**config.mk**
```make
export PLATFORM = sky130hd
export DESIGN_NAME = uart_tx_stream
export DESIGN_NICKNAME = d
export VERILOG_FILES = /design/src/rtl/uart_pkg.sv /design/src/rtl/uart_tx_stream_sync_fifo.sv /design/src/rtl/uart_tx_stream.sv
export SDC_FILE = /design/constraint.sdc
export NUM_CORES = 1
export LEC_CHECK = 0
export ABC_AREA = 1
export BUFFER_PORTS_ARGS = -buffer_cell sky130_fd_sc_hd__buf_2
export CORE_MARGIN = 2
export CORE_UTILIZATION = 32
export CTS_BUF_LIST = sky130_fd_sc_hd__clkbuf_16
export DETAILED_ROUTE_END_ITERATION = 6
export HOLD_SLACK_MARGIN = 0.02
export PLACE_DENSITY_LB_ADDON = 0.08
export SYNTH_ARGS = -nofsm -noshare
export SYNTH_HDL_FRONTEND = slang
export SYNTH_SLANG_ARGS = --single-unit
```
**constraint.sdc**
```tcl
create_clock -name clk -period 5.2 [get_ports clk]
set_input_delay 0.52 -clock clk [delete_from_list [all_inputs] [get_ports clk]]
set_output_delay 0.52 -clock clk [all_outputs]
set_load 0.03 [all_outputs]
```
**src/rtl/uart_pkg.sv**
```systemverilog
// ============================================================================
// Module  : uart_pkg
// Purpose : Shared UART types and constants for the transmit stream and the
//           receive VIP.
// Revision: 1.0 - initial release
// ============================================================================
`default_nettype none

package uart_pkg;

  typedef enum logic [1:0] {
    IDLE  = 2'd0,
    START = 2'd1,
    DATA  = 2'd2,
    STOP  = 2'd3
  } uart_state_t;

  localparam int UART_DATA_BITS = 8;
  localparam int UART_STOP_BITS = 1;

  function automatic int uart_div(input int clk_hz, input int baud);
    return clk_hz / baud;
  endfunction

endpackage

`default_nettype wire

```
**src/rtl/uart_tx_stream_sync_fifo.sv**
```systemverilog
// ============================================================================
// Module  : sync_fifo
// Purpose : Single-clock FIFO with first-word-fall-through read port.
// Revision: 1.0 - initial release
// ============================================================================
`default_nettype none

module sync_fifo #(
  parameter int WIDTH = 8,
  parameter int DEPTH = 8
) (
  input  logic                     clk,
  input  logic                     rst,
  input  logic                     i_push,
  input  logic [WIDTH-1:0]         i_wdata,
  input  logic                     i_pop,
  output logic [WIDTH-1:0]         o_rdata,
  output logic                     o_full,
  output logic                     o_empty,
  output logic [$clog2(DEPTH):0]   o_level
);

  localparam int c_aw = $clog2(DEPTH);

  logic [WIDTH-1:0] r_mem [DEPTH];
  logic [c_aw:0]    r_wr_cnt;
  logic [c_aw:0]    r_rd_cnt;
  logic [c_aw:0]    w_level;
  logic             w_do_push;
  logic             w_do_pop;

  // Counters carry one extra bit so full and empty stay distinguishable.
  assign w_level   = r_wr_cnt - r_rd_cnt;
  assign o_level   = w_level;
  assign o_full    = (w_level == (c_aw+1)'(DEPTH));
  assign o_empty   = (w_level == '0);
  assign w_do_push = i_push && !o_full;
  assign w_do_pop  = i_pop && !o_empty;
  assign o_rdata   = r_mem[r_rd_cnt[c_aw-1:0]];

  always_ff @(posedge clk) begin
    if (rst) begin
      r_wr_cnt <= '0;
      r_rd_cnt <= '0;
    end else begin
      if (w_do_push) r_wr_cnt <= r_wr_cnt + 1'b1;
      if (w_do_pop)  r_rd_cnt <= r_rd_cnt + 1'b1;
    end
  end

  always_ff @(posedge clk) begin
    if (w_do_push) r_mem[r_wr_cnt[c_aw-1:0]] <= i_wdata;
  end

endmodule

`default_nettype wire

```
**src/rtl/uart_tx_stream.sv**
```systemverilog
// ============================================================================
// Module  : uart_tx_stream
// Purpose : FIFO-buffered 8N1 UART transmitter fed by a valid/ready stream.
// Revision: 1.0 - initial release
// ============================================================================
`default_nettype none

module uart_tx_stream
  import uart_pkg::*;
#(
  parameter int CLK_HZ   = 50000000,
  parameter int BAUDRATE = 25000000,
  parameter int DEPTH    = 8
) (
  input  logic                   clk,
  input  logic                   reset,
  input  logic                   in_valid,
  input  logic [7:0]             in_data,
  output logic                   in_ready,
  output logic                   uart_tx,
  output logic                   busy,
  output logic [$clog2(DEPTH):0] level
);

  localparam int              c_div       = uart_div(CLK_HZ, BAUDRATE);
  localparam int              c_cnt_w     = $clog2(c_div);
  localparam logic [c_cnt_w-1:0] c_baud_last = c_cnt_w'(c_div - 1);

  if (c_div < 2 || (CLK_HZ % BAUDRATE) != 0) begin : g_bad_div
    $error("uart_tx_stream: CLK_HZ/BAUDRATE must be an integer >= 2");
  end
  if (DEPTH < 2 || (DEPTH & (DEPTH - 1)) != 0) begin : g_bad_depth
    $error("uart_tx_stream: DEPTH must be a power of two >= 2");
  end
  if (UART_STOP_BITS != 1) begin : g_bad_stop
    $error("uart_tx_stream: only one stop bit is implemented");
  end

  uart_state_t        r_state;
  uart_state_t        w_state_nxt;
  logic [c_cnt_w-1:0] r_baud;
  logic [2:0]         r_bitcnt;
  logic [7:0]         r_shreg;
  logic               r_tx;
  logic               w_pop;
  logic               w_push;
  logic               w_fifo_full;
  logic               w_fifo_empty;
  logic [7:0]         w_fifo_rdata;
  logic               w_baud_last;
  logic               w_last_bit;
  logic               w_line;

  assign w_push   = in_valid && in_ready;
  assign in_ready = !w_fifo_full;

  sync_fifo #(
    .WIDTH (8),
    .DEPTH (DEPTH)
  ) u_fifo (
    .clk     (clk),
    .rst     (reset),
    .i_push  (w_push),
    .i_wdata (in_data),
    .i_pop   (w_pop),
    .o_rdata (w_fifo_rdata),
    .o_full  (w_fifo_full),
    .o_empty (w_fifo_empty),
    .o_level (level)
  );

  assign w_baud_last = (r_baud == c_baud_last);
  assign w_last_bit  = (r_bitcnt == 3'(UART_DATA_BITS - 1));

  always_comb begin
    w_state_nxt = r_state;
    w_pop       = 1'b0;
    case (r_state)
      IDLE: begin
        if (!w_fifo_empty) begin
          w_pop       = 1'b1;
          w_state_nxt = START;
        end
      end
      START: begin
        if (w_baud_last) w_state_nxt = DATA;
      end
      DATA: begin
        if (w_baud_last && w_last_bit) w_state_nxt = STOP;
      end
      STOP: begin
        if (w_baud_last) begin
          if (!w_fifo_empty) begin
            w_pop       = 1'b1;
            w_state_nxt = START;
          end else begin
            w_state_nxt = IDLE;
          end
        end
      end
      default: w_state_nxt = IDLE;
    endcase
  end

  always_ff @(posedge clk) begin
    if (reset) r_state <= IDLE;
    else       r_state <= w_state_nxt;
  end

  assign w_line = (r_state == START) ? 1'b0 :
                  (r_state == DATA)  ? r_shreg[0] : 1'b1;

  // Every state exit coincides with a bit end, so clearing on bit end
  // also clears the counter on each state entry.
  always_ff @(posedge clk) begin
    if (reset) begin
      r_baud   <= '0;
      r_bitcnt <= '0;
      r_shreg  <= '0;
      r_tx     <= 1'b1;
    end else begin
      if (r_state == IDLE || w_baud_last) r_baud <= '0;
      else                                r_baud <= r_baud + 1'b1;

      if (w_pop)                             r_shreg <= w_fifo_rdata;
      else if (r_state == DATA && w_baud_last) r_shreg <= r_shreg >> 1;

      if (r_state != DATA)  r_bitcnt <= '0;
      else if (w_baud_last) r_bitcnt <= r_bitcnt + 1'b1;

      r_tx <= w_line;
    end
  end

  assign uart_tx = r_tx;
  assign busy    = (r_state != IDLE) || !w_fifo_empty;

endmodule

`default_nettype wire

```
==> results.rst, run 1 <==
.. list-table::
   :header-rows: 1

   * - Metric
     - Value
   * - Result of the run
     - finished, final reports clean
   * - Initial cell density of the core
     - 33.1%
   * - Kind of end point of the critical path
     - register
   * - Max Clock Skew
     - 6.30 ps
   * - Max Clk Rate
     - between 300 and 400 MHz
   * - Category of cells accounting for the largest share of critical-path delay
     - simple AND/OR/NAND/NOR gates
   * - Synth Warn #
     - 0
   * - GP Congestion
     - 0.716
   * - Number of instances in the synthesized netlist
     - around 420
   * - Post-synthesis sequential area ratio
     - about three fifths
   * - Cts repair resizes
     - 0
   * - R2R cell count
     - 13
   * - Number of primary I/O pins
     - 18
   * - Clock period minus worst slack
     - between 3000 and 4000 ps
   * - Hold Path Depth
     - 1
   * - Number of setup violations in the final report
     - 0
   * - Routed WL
     - a little under 9000 um
   * - Leakage power figure
     - between 0.0015 and 0.002 uW
   * - Hold Slack
     - 467 ps
   * - Slew at the pin closest to its max-slew limit
     - 1250 ps
   * - Fraction of layout instances using a drive strength above 1
     - between 10% and 20%
   * - Peak supply drop
     - around 210 uV
   * - Count of cell types in the netlist
     - 32
   * - Buffers on Ports
     - 17
   * - Final cell count without fillers
     - around 600
   * - Pwr Density
     - 538 nW/um^2
   * - Number of DRC violations after detailed-routing iteration 0
     - 120
   * - Class of the worst hold path
     - input pin to register
   * - Post-CTS setup repair buffer count
     - 0
   * - Post-Route Setup TNS
     - 0 ps
   * - Die Width
     - 116 um
   * - Critical path's largest stage delay
     - roughly 960 ps
   * - Clock root buffer
     - clkbuf_16
   * - RSZ-0062 raised after global routing
     - false
   * - Routed vias/inst
     - about 4.5
   * - Number of nets with antenna violations after detailed routing
     - 0
   * - First-pass GRT wire length
     - about 14000 um
   * - Number of nets at the end of the flow
     - roughly 460
   * - Hold Vio Cnt, Final
     - 0
   * - Arrival time of data at the critical path endpoint
     - between 3000 and 4000 ps
   * - DR vias
     - 2744
   * - Pin count of the biggest net entering global routing
     - 39
   * - Via count of the first global-routing pass
     - around 2700
   * - First-pass DRT Iterations
     - 4
   * - Cell type of the slowest stage on the worst timing path
     - nor3_1
   * - Crit. path cell count
     - 13
   * - Area of the die
     - ~13000 sq um
   * - Post-synthesis area per instance
     - around 9.6 sq um
   * - Worst setup slack for register-to-register paths
     - 2090 ps
   * - Required time of the critical path
     - between 5000 and 6000 ps
   * - Kind of critical path
     - register to register
   * - Sink Count
     - 90
   * - Placeable core region
     - around 12000 sq um
   * - TritonCTS Buffers
     - 9
   * - Most frequent cell on the critical path
     - inv_1
   * - GRT Resource Usage Total
     - 14.7%
   * - Synthesis-stage register bit count
     - 90
   * - Worst path cell trace
     - inv_1, ha_1, inv_1, fa_1, nand2_1, inv_1, nor2_2, nor2_4, nand2_2, nand2_4, inv_2, nand2_2, nor3_1
   * - H-Tree Level Count
     - 3
   * - Clock insertion delay at the later pin of the skew report
     - 340 ps
   * - Max-slew headroom
     - between 15 and 20%
   * - Mean routed wirelength per cell
     - ~15 um
   * - Inserted Diodes
     - 0
   * - TritonCTS clock tree
     - built
   * - Total half-perimeter wirelength after legalization and detailed placement
     - 6040 um
   * - Kind of start point of the critical path
     - register
   * - Die Ht
     - 116 um
   * - DRC errors left
     - 0
   * - Number of rows created at floorplan
     - 40
   * - Global-route congestion overflow total
     - 0
   * - Placed Cells
     - slightly below 600
   * - Fill cell instance count of the final layout
     - 1283
   * - Area Overhead vs Synth
     - 13.7%
   * - Fin crit share
     - about 60%
   * - Crit Path Max Fanout
     - 9
   * - Initial antenna violation count
     - 0
   * - Cell area after synthesis
     - ~4000 sq um
   * - Mapped Nets
     - ~440
   * - Max-slew violation count
     - 0
   * - Clock slew seen by the registers of the worst setup and hold paths
     - roughly 60 ps
   * - Maximum buffer depth of the clock tree
     - 2
   * - Reported max-cap violation count
     - 0
   * - Number of buffers and inverters on the critical path
     - 4
   * - # hold bufs at CTS
     - 0
[logic make-up (layout without fill, tap and decap cells)]
logic type,count (synthesis),after routing,synth area share [%]
DFF,90,90,60.9
adders and majority gates,12,12,3.93
and+or+nand+nor,214,214,22.6
xor gates and xnor gates,5,5,1.09
AOI/OAI and AO/OA,48,48,6.55
buffers and inverters,49,74,4.99
[power breakdown]
part	internal, uW	leakage [uW]	total [uW]	switching, uW
Clock	363	0.000143	622	259
Sequential	871	0.000794	931	59.8
Combinational	268	0.000873	902	633
[worst reg2reg max path, cell delays in order (launching register included)]
cell and delay, ps:
dfxtp_1 330, inv_1 160, ha_1 170, inv_1 70
fa_1 390, nand2_1 70, inv_1 40, nor2_2 130
nor2_4 60, nand2_2 100, nand2_4 90, inv_2 70
nand2_2 70, nor3_1 960
[metrics by stage]
step / util (%) / setup slack (ps) / total power (uW) / instance area [sq um]
after floorplan: - / 2240 / 1630 / 4010
after global placement: 35.4 / 2220 / 1860 / 4280
after detailed placement: 35.4 / 2080 / 1870 / 4280
after CTS: 37.7 / 2070 / 2490 / 4560
after global routing: 37.7 / 1830 / 2650 / 4560
final: 37.7 / 2090 / 2450 / 4560
[layout by cell type, fill, tap and decap left out, types with 3 or more instances in the layout]
cell type / synthesis / layout
nand2_1: 131 / 131
edfxtp_1: 64 / 64
nor2_1: 42 / 42
inv_1: 35 / 38
dfxtp_1: 26 / 26
o21ai_0: 22 / 22
nand3_1: 18 / 18
buf_2: 7 / 17
a21oi_1: 15 / 15
ha_1: 11 / 11
clkbuf_16: 0 / 9
nor3_1: 5 / 5
nand4_1: 5 / 5
buf_4: 0 / 5
nand2_2: 4 / 4
o22ai_1: 4 / 4
nor2_2: 3 / 3
xnor2_1: 3 / 3
[worst paths after layout]
kind,from,to
max,u_fifo.r_wr_cnt[0]$_SDFFE_PP0P_,u_fifo.r_mem[6][3]$_DFFE_PP_
min,in_data[7],u_fifo.r_mem[1][7]$_DFFE_PP_
max reg2reg,u_fifo.r_wr_cnt[0]$_SDFFE_PP0P_,u_fifo.r_mem[6][3]$_DFFE_PP_
min reg2reg,r_bitcnt[2]$_SDFFE_PP0P_,r_bitcnt[2]$_SDFFE_PP0P_
[sequential cells by signal, indices dropped and copies added, names as in the netlist, named ones only]
name             flops
r_state              2
r_bitcnt             3
u_fifo.r_mem        64
u_fifo.r_rd_cnt      4
uart_tx              1
r_baud               1
u_fifo.r_wr_cnt      4
r_shreg              8
[cell usage after synthesis]
| cell | instances | area share, % |
|---|---|---|
| nand2_4 | 2 | 0.56 |
| nor3_1 | 5 | 0.62 |
| nand2_2 | 4 | 0.62 |
| xnor2_1 | 3 | 0.66 |
| a22oi_1 | 1 | 0.19 |
| o21ai_0 | 22 | 2.7 |
| nor2_2 | 3 | 0.47 |
| xor2_1 | 2 | 0.44 |
| nand3_4 | 1 | 0.44 |
| nor3b_1 | 1 | 0.19 |
| nor2_4 | 1 | 0.28 |
| o22ai_1 | 4 | 0.62 |
| ha_1 | 11 | 3.4 |
| a21oi_1 | 15 | 1.9 |
| clkbuf_1 | 4 | 0.37 |
| a32o_1 | 1 | 0.25 |
| buf_6 | 1 | 0.28 |
| a21oi_2 | 2 | 0.44 |
| inv_1 | 35 | 3.3 |
| nor2_1 | 42 | 3.9 |
| nand4_1 | 5 | 0.78 |
| nand3_1 | 18 | 2.2 |
| o31ai_1 | 1 | 0.19 |
| edfxtp_1 | 64 | 48 |
| or2_0 | 1 | 0.16 |
| dfxtp_1 | 26 | 13 |
| o21ai_1 | 2 | 0.25 |
| buf_2 | 7 | 0.87 |
| nand2_1 | 131 | 12 |
| inv_2 | 1 | 0.093 |
| fa_1 | 1 | 0.50 |
| clkinv_1 | 1 | 0.093 |
[area by class of cell]
cell class                 instances  area [sq um]  area share, %
inverter                          37           139           3.05
timing repair buffer              22           123           2.69
sequential                        90          2440           53.6
multi-input combinational        279          1370           30.0
tap                              168           210           4.61
clock inverter                     6          52.6           1.15
clock buffer                       9           225           4.94
[routing by layer]
metal | global-route usage [%] | vias up | share of wire, % | wire, um
met3 | 2.82 | 13 | 2.5 | 223
li1 | - | 1425 | - | -
met2 | 24.8 | 32 | 48 | 4270
met1 | 18.6 | 1274 | 47 | 4240
met4 | 6.27 | 0 | 2.1 | 187
met5 | 0 | - | 0 | 0
(Power assumes the default switching activity.)
==> inputs of run 2 (changes only) <==
clock period = 2.55 ns   (was 5.2 ns; I/O delays follow)
==> run 2 against run 1 <==
Against the previous run:
- sequential cell count unchanged
- utilization up 0.97 points
- wire length down 0.98%
- combinational power up 110%
- total power up 100%
- critical path type is now register to output port
- first-iteration DRC count down 19%
- largest power group is now combinational cells
- highest routed layer unchanged
==> results.rst, run 2 (synthesized netlist as in run 1, its figures left out) <==
.. list-table::
   :header-rows: 1

   * - Metric
     - Value
   * - Switch share
     - around 40%
   * - Routed vias/inst
     - about 4.5
   * - Crit Path Max Fanout
     - 5
   * - Hold Slack
     - around 190 ps
   * - Int Power
     - 3020 uW
   * - Post-Route Setup TNS
     - 0 ps
   * - Number of buffers and inverters on the critical path
     - 3
   * - DR vias
     - 2790
   * - Peak supply drop
     - around 340 uV
   * - Most frequent cell on the critical path
     - nor2_4
   * - Number of flip-flops under the largest register name
     - between 60 and 70
   * - Max-slew headroom
     - ~73%
   * - Number of DRC violations after detailed-routing iteration 0
     - 97
   * - TritonCTS clock tree
     - built
   * - Total half-perimeter wirelength after legalization and detailed placement
     - roughly 6100 um
   * - Pwr Density
     - 1070 nW/um^2
   * - Leakage power figure
     - 0.00186 uW
   * - Result of the run
     - finished, final reports clean
   * - Max Clock Skew
     - roughly 5.8 ps
   * - GP Congestion
     - 0.815
   * - Uppermost metal layer occupied by signal nets
     - met4
   * - Hold Vio Cnt, Final
     - 0
   * - Category of cells accounting for the largest share of critical-path delay
     - adder cells
   * - Number of setup violations in the final report
     - 0
   * - RSZ-0062 raised after global routing
     - false
   * - Via count of the first global-routing pass
     - around 2700
   * - Reported max-cap violation count
     - 0
   * - Clock period minus worst slack
     - about 2400 ps
   * - Max-slew violation count
     - 0
   * - Kind of start point of the critical path
     - register
   * - Sum of met3 wire segment lengths after detailed routing
     - about 270 um
   * - Post-CTS setup repair buffer count
     - 0
   * - Arrival time of data at the critical path endpoint
     - roughly 2100 ps
   * - TritonCTS Buffers
     - 9
   * - First-pass GRT wire length
     - 14500 um
   * - Initial antenna violation count
     - 0
   * - Combinational group share of total power
     - 38.1%
   * - Net switching power of the design
     - between 1500 and 2000 uW
   * - Final cell count without fillers
     - 619
   * - Buffers on Ports
     - 17
   * - Clock root buffer
     - clkbuf_16
   * - Critical path's largest stage delay
     - approximately 400 ps
   * - Initial cell density of the core
     - approximately a third
   * - WL met1
     - 4270 um
   * - Cell type of the slowest stage on the worst timing path
     - fa_1
   * - Class of the worst hold path
     - input pin to register
   * - Slew at the pin closest to its max-slew limit
     - 406 ps
   * - Area of the die
     - between 10000 and 15000 sq um
   * - Pin count of the biggest net entering global routing
     - 38
   * - Routed WL
     - between 8000 and 9000 um
   * - GRT Resource Usage Total
     - between 10% and 20%
   * - Area Overhead vs Synth
     - 16.6%
   * - Required time of the critical path
     - roughly 2300 ps
   * - Clock insertion delay at the later pin of the skew report
     - 350 ps
   * - Kind of critical path
     - register to output port
   * - Number of nets at the end of the flow
     - approximately 470
   * - Inserted Diodes
     - 0
   * - Part of the total power dissipated in the clock network
     - roughly a quarter
   * - Clock slew seen by the registers of the worst setup and hold paths
     - ~60 ps
   * - Mean routed wirelength per cell
     - 14.3 um
   * - Total met2 wirelength after detailed routing
     - about 4100 um
   * - Placeable core region
     - 12100 sq um
   * - Part of the power in registers
     - a little under two fifths
   * - Die Width
     - roughly 120 um
   * - Number of nets with antenna violations after detailed routing
     - 0
   * - Fraction of layout instances using a drive strength above 1
     - between 10% and 20%
   * - Number of rows created at floorplan
     - 40
   * - Worst path cell trace
     - inv_2, ha_1, inv_1, fa_1, nor2_2, nor2_4, nor2_4, nand3_1, buf_2
   * - Number of primary I/O pins
     - 18
   * - Global-route congestion overflow total
     - 0
   * - DRC errors left
     - 0
   * - Placed Cells
     - about 600
   * - Kind of end point of the critical path
     - output port
   * - Maximum buffer depth of the clock tree
     - 2
   * - First-pass DRT Iterations
     - 4
   * - Fin crit share
     - a little over nine tenths
   * - Sink Count
     - 90
   * - H-Tree Level Count
     - 3
   * - Most frequent cells in the layout
     - nand2_1, edfxtp_1, nor2_1
   * - Max Clk Rate
     - ~420 MHz
   * - Commonest non-fill, non-tap cell in the layout
     - nand2_1
   * - Die Ht
     - ~120 um
   * - Cts repair resizes
     - 0
   * - # hold bufs at CTS
     - 0
==> run 2: cell count changes in the layout (fill, tap and decap cells not counted), moves of 2 or more <==
| cell | before | now |
|---|---|---|
| buf_4 | 5 | 10 |
| inv_1 | 38 | 35 |
| nor3_2 | 0 | 3 |
| nor2_2 | 3 | 6 |
| nor2_1 | 42 | 38 |
| buf_12 | 0 | 2 |
| nor3_1 | 5 | 1 |
| clkinv_4 | 0 | 2 |
==> run 2: worst reg2reg max path, cell delays in order, from the launching register on <==
cell and delay, ps:
dfxtp_1 340, inv_2 120, ha_1 150, inv_1 70, fa_1 390, nand2_1 70, inv_1 60, nor2_4 130
nor2_4 60, nand2_4 80, nand2_4 90, inv_2 80, nand2_2 110, nor3_4 230, buf_12 150
==> run 2: metrics by stage <==
step	area [sq um]	power [uW]	util [%]	setup WS [ps]
after detailed placement	4400	3840	36.4	169
after floorplan	4060	3370	-	27.9
after global placement	4400	3840	36.4	194
final	4680	5000	38.6	151
after global routing	4680	5390	38.6	3.42
after CTS	4680	5070	38.6	89.3
==> run 2: final cells by class <==
type / count / area, sq um
fillers: 1252 / 7430
inverters: 37 / 139
well taps: 168 / 210
repair buffers: 29 / 200
flip-flops and latches: 90 / 2440
clock inverters: 7 / 46.3
multi-input cells: 279 / 1420
clock buffers: 9 / 225
==> run 2: final timing paths <==
kind	from	to	slack, ps	depth (start not counted)
setup / recovery	u_fifo.r_wr_cnt[0]$_SDFFE_PP0P_	busy	150	9
hold / removal	in_data[6]	u_fifo.r_mem[1][6]$_DFFE_PP_	190	1
setup reg to reg	u_fifo.r_wr_cnt[0]$_SDFFE_PP0P_	u_fifo.r_mem[6][1]$_DFFE_PP_	150	14
hold reg to reg	r_bitcnt[2]$_SDFFE_PP0P_	r_bitcnt[2]$_SDFFE_PP0P_	470	2
==> run 2: power groups by stage <==
| stage | Combinational [uW] | Sequential (uW) | Clock (uW) |
|---|---|---|---|
| after floorplan | 1480 | 1890 | 0 |
| final | 1900 | 1880 | 1220 |
| after global routing | 2160 | 1900 | 1330 |
| after global placement | 1930 | 1910 | 0 |
| after detailed placement | 1930 | 1910 | 0 |
| after CTS | 1940 | 1880 | 1250 |
==> run 2: per-layer routing <==
metal / vias to the layer above / global-route usage [%]
li1: 1440 / -
met1: 1302 / 19.9
met2: 34 / 22.5
met4: 0 / 7.30
met5: - / 0
met3: 14 / 2.88
